### src/rtl/crossbar_scheduler.sv
// Round-robin packet scheduler for a 4x4 byte crossbar: one IDLE/XFER FSM per output port.
// Define SCHED_STATS_EN to add per-output completed-packet counters on stat_pkts.
module crossbar_scheduler #(
    parameter int DATA_W = 8,
    parameter int LEN_W  = DATA_W - 2,
    parameter int SEL_W  = 3
) (
    input  logic                clk,
    input  logic                reset,
    input  logic                sched_en,
    input  logic [3:0]          port_mask,
    input  logic [3:0]          empty,
    input  logic [4*DATA_W-1:0] q_flat,
    input  logic [3:0]          out_ready,
    output logic [3:0]          rdreq,
    output logic [4*SEL_W-1:0]  sel_flat,
    output logic [3:0]          out_valid,
    output logic [3:0]          out_sop,
    output logic [3:0]          out_eop,
    output logic [3:0]          busy
`ifdef SCHED_STATS_EN
    ,
    output logic [4*16-1:0]     stat_pkts
`endif
);

    localparam int N = 4;
    localparam logic [SEL_W-1:0] SEL_IDLE = SEL_W'(4);

    typedef enum logic {IDLE, XFER} state_t;

    state_t            state_q [N];
    state_t            state_d [N];
    logic [1:0]        src_q   [N];
    logic [1:0]        src_d   [N];
    logic [LEN_W:0]    left_q  [N];
    logic [LEN_W:0]    left_d  [N];
    logic              first_q [N];
    logic              first_d [N];
    logic [1:0]        rr_q    [N];
    logic [1:0]        rr_d    [N];
    logic [N-1:0]      lock_q;
    logic [N-1:0]      lock_d;
    logic [DATA_W-1:0] head    [N];
    logic [N-1:0]      req     [N];
    logic [2:0]        pick    [N];
    logic [N-1:0]      beat;

    // Returns {found, index}: first set request at or after ptr, wrapping mod 4.
    function automatic logic [2:0] rr_pick(input logic [3:0] r, input logic [1:0] ptr);
        logic [2:0] res;
        logic [1:0] idx;
        res = 3'b000;
        for (int k = N - 1; k >= 0; k--) begin
            idx = ptr + 2'(k);
            if (r[idx]) res = {1'b1, idx};
        end
        return res;
    endfunction

    function automatic logic [LEN_W:0] pkt_beats(input logic [LEN_W-1:0] len);
        return {1'b0, len} + (LEN_W+1)'(1);
    endfunction

    always_comb begin
        lock_d = lock_q;
        beat   = '0;
        for (int i = 0; i < N; i++) begin
            head[i] = q_flat[i*DATA_W +: DATA_W];
        end
        for (int o = 0; o < N; o++) begin
            state_d[o] = state_q[o];
            src_d[o]   = src_q[o];
            left_d[o]  = left_q[o];
            first_d[o] = first_q[o];
            rr_d[o]    = rr_q[o];
            // Registered lock means an input freed this cycle is only re-grantable next cycle.
            for (int i = 0; i < N; i++) begin
                req[o][i] = !empty[i] && !lock_q[i] && (head[i][DATA_W-1 -: 2] == 2'(o))
                            && port_mask[o] && sched_en;
            end
            pick[o] = rr_pick(req[o], rr_q[o]);
            case (state_q[o])
                IDLE: begin
                    if (pick[o][2]) begin
                        state_d[o]          = XFER;
                        src_d[o]            = pick[o][1:0];
                        left_d[o]           = pkt_beats(head[pick[o][1:0]][LEN_W-1:0]);
                        first_d[o]          = 1'b1;
                        lock_d[pick[o][1:0]] = 1'b1;
                    end
                end
                XFER: begin
                    beat[o] = !empty[src_q[o]] && out_ready[o];
                    if (beat[o]) begin
                        left_d[o]  = left_q[o] - (LEN_W+1)'(1);
                        first_d[o] = 1'b0;
                        if (left_q[o] == (LEN_W+1)'(1)) begin
                            state_d[o]       = IDLE;
                            lock_d[src_q[o]] = 1'b0;
                            rr_d[o]          = src_q[o] + 2'd1;
                        end
                    end
                end
                default: state_d[o] = IDLE;
            endcase
        end
    end

    always_comb begin
        rdreq     = '0;
        sel_flat  = '0;
        out_valid = beat;
        out_sop   = '0;
        out_eop   = '0;
        busy      = '0;
        for (int o = 0; o < N; o++) begin
            busy[o]    = (state_q[o] == XFER);
            sel_flat[o*SEL_W +: SEL_W] = busy[o] ? SEL_W'(src_q[o]) : SEL_IDLE;
            out_sop[o] = beat[o] && first_q[o];
            out_eop[o] = beat[o] && (left_q[o] == (LEN_W+1)'(1));
            if (beat[o]) rdreq[src_q[o]] = 1'b1;
        end
    end

    always_ff @(posedge clk or negedge reset) begin
        if (!reset) begin
            lock_q <= '0;
            for (int o = 0; o < N; o++) begin
                state_q[o] <= IDLE;
                src_q[o]   <= '0;
                left_q[o]  <= '0;
                first_q[o] <= 1'b0;
                rr_q[o]    <= '0;
            end
        end else begin
            lock_q <= lock_d;
            for (int o = 0; o < N; o++) begin
                state_q[o] <= state_d[o];
                src_q[o]   <= src_d[o];
                left_q[o]  <= left_d[o];
                first_q[o] <= first_d[o];
                rr_q[o]    <= rr_d[o];
            end
        end
    end

`ifdef SCHED_STATS_EN
    logic [15:0] pkt_cnt_q [N];

    always_ff @(posedge clk or negedge reset) begin
        if (!reset) begin
            for (int o = 0; o < N; o++) pkt_cnt_q[o] <= '0;
        end else begin
            for (int o = 0; o < N; o++) begin
                if (out_eop[o]) pkt_cnt_q[o] <= pkt_cnt_q[o] + 16'd1;
            end
        end
    end

    always_comb begin
        stat_pkts = '0;
        for (int o = 0; o < N; o++) stat_pkts[o*16 +: 16] = pkt_cnt_q[o];
    end
`endif

endmodule
### config.mk
export PLATFORM = sky130hd
export DESIGN_NAME = crossbar_scheduler
export DESIGN_NICKNAME = d
export VERILOG_FILES = /design/src/rtl/crossbar_scheduler.sv
export SDC_FILE = /design/constraint.sdc
export NUM_CORES = 1
export LEC_CHECK = 0
export BUFFER_PORTS_ARGS = -buffer_cell sky130_fd_sc_hd__buf_2
export CORE_MARGIN = 3
export CORE_UTILIZATION = 24
export DETAILED_ROUTE_END_ITERATION = 10
export GPL_ROUTABILITY_DRIVEN = 0
export PLACE_DENSITY = 0.47
export SYNTH_ARGS = -nofsm -noshare
export SYNTH_HDL_FRONTEND = slang
export SYNTH_SLANG_ARGS = --single-unit
### constraint.sdc
create_clock -name clk -period 3.5 [get_ports clk]
set_clock_uncertainty 0.1 [all_clocks]
set_input_delay 0.7 -clock clk [delete_from_list [all_inputs] [get_ports clk]]
set_output_delay 0.7 -clock clk [all_outputs]
set_load 0.03 [all_outputs]
Word level (Yosys, flattened, before mapping)
Cells that the tools add are included.
{"block": "classes", "addsub": 24, "n_mul": 0, "div_mod_pow": 0, "magnitude_cmp": 36, "n_eq_ne": 24, "n_shift": 0, "muxes": 152, "bitwise": 23, "n_reduce_logical": 100}
{"cell": "$logic_and A1 B1 Y1", "n": 72}
{"cell": "$lt A2 B3 Y1 const B", "n": 24}
{"cell": "$bmux W8 S2", "n": 4}
{"cell": "$mux W4", "n": 16}
{"cell": "$mux W3", "n": 20}
{"cell": "$mux W7", "n": 8}
{"cell": "$pmux W7 S2", "n": 4}
{"cell": "$mux W1", "n": 52}
{"cell": "$mux W6", "n": 8}
{"cell": "$bmux W1 S2", "n": 20}
{"cell": "$pmux W4 S2", "n": 4}
{"cell": "$add A6 B1 Y7 const B", "n": 4}
{"cell": "$eq A7 B1 Y1 const B", "n": 4}
{"cell": "$or A4 B4 Y4", "n": 7}
{"cell": "$sub A7 B1 Y7 const B", "n": 4}
{"cell": "$add A2 B1 Y2 const B", "n": 8}
{"cell": "$add A2 B2 Y2 const B", "n": 8}
{"cell": "$and A4 B4 Y4", "n": 4}
{"cell": "$demux W1 S2", "n": 8}
{"cell": "$eq A2 B2 Y1 const B", "n": 8}
{"cell": "$ge A2 B1 Y1 const B", "n": 8}
{"cell": "$not A4 Y4", "n": 4}
{"cell": "$pmux W1 S2", "n": 8}
{"cell": "$reduce_and A2 Y1", "n": 8}
{"cell": "9 further kinds", "n": 44}
{"block": "totals", "ff_bits": 56, "latch_bits": 0, "ram_bits": 0, "mem_bits_ro": 0, "in_bits": 47, "output_inout_bits": 32, "elab_cells": 380, "mem_count": 0}

Longest topological paths before layout
{"block": "depth", "ltp_word": 30, "ltp_mapped": 13, "ltp_nobuf": 11}

Worst setup path after synthesis
Ideal clock, no wire load.
{"block": "synth_timing", "path_kind": "register to output", "start": "reg state_q, in the netlist busy[3]", "end": "out out_eop[3]", "arrival_ps": 2720, "required_ps": 2700, "setup_slack_ps": -20, "path_stages_with_launch": 6, "path_buffers": 2, "path_cell_list": "dfrtp_1 > clkbuf_1 > nand2_1 > nor3_1 > and4b_1 > clkbuf_1"}
{"block": "synth_via", "elab_chain_len": 2}
{"element": "start: declaration", "line_no": "32", "text": "state_t state_q [N];"}
{"element": "start signal: indexed assignment", "line_no": "139", "text": "state_q[o] <= state_d[o];"}
{"element": "$mux W1", "line_no": "83", "text": "case (state_q[o])"}
{"element": "named net out_valid[3]", "line_no": "17", "text": "output logic [3:0] out_valid,"}
{"element": "$logic_and A1 B1 Y1", "line_no": "121", "text": "out_eop[o] = beat[o] && (left_q[o] == (LEN_W+1)'(1));"}
{"element": "end: declaration", "line_no": "19", "text": "output logic [3:0] out_eop,"}
The timed path passes the listed nets, and every way through them passes these cells.

Final worst setup path
{"block": "layout_timing", "start": "reg src_q[6] (netlist bit)", "end": "out rdreq[2]"}
{"block": "layout_via", "elab_chain_len": 12, "elab_cells_between_ends": 17, "classes_between": "order compare: 2; mux: 9; bitwise: 3; reduce/logical: 3"}
{"element": "start: declaration", "line_no": "34", "text": "logic [1:0] src_q [N];"}
{"element": "start signal: indexed assignment", "line_no": "140", "text": "src_q[o] <= src_d[o];"}
{"element": "parallel branches: the longest is 5 deep, another holds $lt A2 B3 Y1"}
{"element": "$mux W4 *", "line_no": "122", "text": "if (beat[o]) rdreq[src_q[o]] = 1'b1;"}
{"element": "$or A4 B4 Y4 (no line)"}
{"element": "$mux W4 *", "line_no": "122"}
{"element": "$or A4 B4 Y4 (no line)"}
{"element": "$mux W4 *", "line_no": "122"}
{"element": "$or A4 B4 Y4 (no line)"}
{"element": "$mux W4 *", "line_no": "122"}
{"element": "end: declaration", "line_no": "15", "text": "output logic [3:0] rdreq,"}
Every way passes the cells marked *. The select of a mux whose other input is x is not followed.

==> results.json <==
{
  "ff2ff_setup_slack_ns": 0.34,
  "cts_tree": "built",
  "design.die.area_sq_mm": 0.02513,
  "tightestPinTransition_ns": 0.6198,
  "endpoint_kind": "output pin",
  "grt_start_max_net_pins": 36,
  "setup_viol_count_final": 0,
  "prevailing_post_synth_register_cell": "dfrtp_1",
  "area_growth_pct": 20.84,
  "clock_latency_ns": 0.31,
  "critical_path.cell_chain": "mux4_2, nor2_1, buf_4, a32o_1, a221o_1, buf_2",
  "die_y_um": 158.5,
  "relative_slew_margins_pct": 58.24,
  "max_freq_mhz": 303.1,
  "criticalPathCategory": "reg -> out",
  "cts.sink_count": 56,
  "timing.reg2reg.worst_path_depth": 8,
  "dp_hpwl_mm": 17.21,
  "synth_top_cell_by_area": "dfrtp_1",
  "cts_resized": 0,
  "finish.net_count": 835,
  "total_leakage_power_uw": 0.002749,
  "layout_worst_path_cycle_share_pct": 94.27,
  "required_ns": 2.70,
  "grt_pass1_wl_mm": 32.90,
  "antenna_found_initial": 0,
  "cp_bufs_invs": 2,
  "detail_route.wl_per_cell_um": 20.00,
  "ant_nets": 0,
  "number_of_optimization_iterations_in_the_first_detailed_route_pass": 5,
  "top_area_cell_type_share_of_the_netlist_area_pct": 25.10,
  "cpMaxStageDelayCell": "mux4_2",
  "crit_path_max_fanout": 5,
  "final_max_slew_viol_count": 0,
  "synth.ff_latch_count": 56,
  "initialDrtViolationCount": 417,
  "cts_h_tree_depth": 2,
  "vias_in_the_first_global_route": 5502,
  "switchingPower_uw": 1673,
  "cts_setup_buffers": 0,
  "top_level_ports": 79,
  "power_uw": 3610,
  "synth_warnings": 0,
  "power.share.clock_pct": 17.5,
  "synth.area.top_cells": "dfrtp_1 25%, ha_1 6.3%, o21ai_0 5.1%",
  "maximum_single_stage_delay_on_the_critical_path_ns": 0.63,
  "pwr_density_cell_mw_per_mm2": 535.1,
  "port_buffers": 78,
  "final_period_minus_worst_setup_slack_ns": 3.300,
  "cts-root-to-sink-buffers": 2,
  "peakVddDrop_uv": 310.8,
  "share_seq_of_total_power_pct": 32.5,
  "cts_root_buf": "clkbuf_16",
  "critical-path-top-delay-family": "multiplexers",
  "number_of_remaining_drc_errors": 0,
  "number_of_max_capacitance_violations_reported": 0,
  "finalHoldViolCount": 0,
  "synth_cell_types": 96,
  "fin_cells": 1074,
  "critical_path_arrival_ns": 2.50,
  "hold_path.class": "in -> async",
  "critical_path_start_type": "flop",
  "rows": 55,
  "synth.cell_area_sq_mm": 0.005583,
  "dp.cells": 1066,
  "detail_route.wirelength_mm": 21.48,
  "synth-async-reset-ratio_pct": 100.0,
  "routed-via-count": 5672,
  "drive_above_1_share_pct": 24.05,
  "core_area_sq_mm": 0.02278,
  "syn-num-nets": 734,
  "share_comb_of_total_power_pct": 50.0,
  "gr-usage-all-layers_pct": 17.05,
  "initial_core_util_pct": 24.51,
  "r2r_start": "lock_q[3]$_DFF_PN0_",
  "outcome": "complete, no violations",
  "cts.hold.buffers_added": 0,
  "rr_endpoint": "left_q[19]$_DFFE_PN0P_",
  "rsz0062_at_grt": "false",
  "synth_enable_flop_cells": 0,
  "cellInternalPower_uw": 1937,
  "die_width_um": 158.5,
  "seq_area_frac_synth_pct": 25.10,
  "synth_cells": 659,
  "clk_pin_slew_ns": 0.08,
  "route.detailed.vias_per_inst": 5.281,
  "post_synth.cell_area_avg_sq_um": 8.472,
  "antenna_cells_inserted": 0,
  "grt.overflow.total": 0,
  "cts_inserted_buffers": 5,
  "finish.utilization_pct": 29.62,
  "sw_frac_of_total_pct": 46.34
}
-- kinds of logic (layout without fill, tap and decap cells) --
kind of cell | after synthesis | in the layout | synth area share (%)
xor gates and xnor gates | 10 | 10 | 1.569
adders and majority gates | 28 | 28 | 6.275
DFF | 56 | 56 | 25.10
muxes | 45 | 45 | 9.458
AOI/OAI and AO/OA | 196 | 196 | 25.55
and+or+nand+nor | 265 | 265 | 27.36
buffers and inverters | 59 | 161 | 4.684
-- power by group through the flow --
stage                     clock (uW)  sequential [uW]  combinational (uW)
after global placement             0             1180                1800
after global routing             673             1210                2010
final                            633             1170                1800
after floorplan                    0             1080                1270
after CTS                        645             1170                1810
after detailed placement           0             1180                1810
-- worst max path at each step --
stage                             endpoint  slack (ns)            startpoint  depth (start not counted)
global placement    left_q[20]$_DFFE_PN0P_       -0.09              sched_en                          9
global route        left_q[19]$_DFFE_PN0P_       0.008              sched_en                          9
finish                            rdreq[2]        0.20  src_q[6]$_DFFE_PN0P_                          6
detailed placement  left_q[18]$_DFFE_PN0P_       -0.07              empty[3]                         10
CTS                               rdreq[2]        0.19  src_q[6]$_DFFE_PN0P_                          6
floorplan              lock_q[0]$_DFF_PN0_        0.03              empty[3]                          8
-- cells in the mapped netlist (all sizes together) (7+ instances only) --
cell and instances:
o21ai 64, nand2 63, dfrtp 56, nand3 48
nor2 45, ha 28, inv 28, mux2i 28
a21oi 24, a32oi 18, clkbuf 17, and3 15
and2 14, nor3 14, mux2 12, nand4 12
buf 10, o22ai 9, xnor2 8, a221oi 7
-- stage by stage --
step | TNS [ns] | instance area (sq um) | hold WS [ns] | worst slack (ns)
final | 0 | 6746 | 0.2746 | 0.2004
after global routing | 0 | 6746 | 0.3029 | 0.008332
after CTS | 0 | 6746 | 0.2846 | 0.1937
after detailed placement | -0.2220 | 6564 | 0.3885 | -0.07026
after global placement | -0.2065 | 6564 | 0.3847 | -0.09010
after floorplan | 0 | 5588 | 0.3044 | 0.03252
-- worst reg2reg max path, cell delays in order, from the launching register on --
cell	delay (ns)
dfrtp_1	0.45
nor4b_2	0.48
and3_2	0.31
o221a_1	0.44
nand3_1	0.15
a32oi_2	0.31
nand4_1	0.20
or4_1	0.43
a31oi_1	0.20
-- final cells by class --
| class | count | area [sq um] |
|---|---|---|
| fillers | 2496 | 16030 |
| multi-input cells | 544 | 3925 |
| flip-flops and latches | 56 | 1401 |
| repair buffers | 121 | 725.7 |
| well taps | 313 | 391.6 |
| clock buffers | 7 | 152.6 |
| inverters | 32 | 120.1 |
| clock inverters | 1 | 30.03 |
-- per-layer routing --
layer	share of wire (%)	up-vias	track usage (%)
li1	-	2740	-
met1	48	2748	24.02
met5	0	-	0
met2	46	164	28.17
met3	4.4	20	1.984
met4	1.5	0	3.605
-- cells in the final DEF (no fill, tap or decap), drive strengths merged, types with 6 or more instances in the layout --
cell / synthesis / layout
xnor2: 8 / 8
a31oi: 6 / 6
dfrtp: 56 / 56
nand4: 12 / 12
a21oi: 24 / 24
a32oi: 18 / 18
a221oi: 7 / 7
nor4b: 6 / 6
nand2: 63 / 63
or4: 6 / 6
nor2: 45 / 45
o21ai: 64 / 64
mux2: 12 / 12
mux2i: 28 / 28
buf: 10 / 121
and4: 6 / 6
o22ai: 9 / 9
nor3: 14 / 14
and2: 14 / 14
clkbuf: 17 / 7
nand3: 48 / 48
inv: 28 / 28
ha: 28 / 28
and3: 15 / 15
-- state kept, by name, indices dropped and copies added (netlist names) --
name     cells
left_q      28
rr_q         8
src_q        8
busy         4
first_q      4
lock_q       4
(Power assumes the default switching activity.)
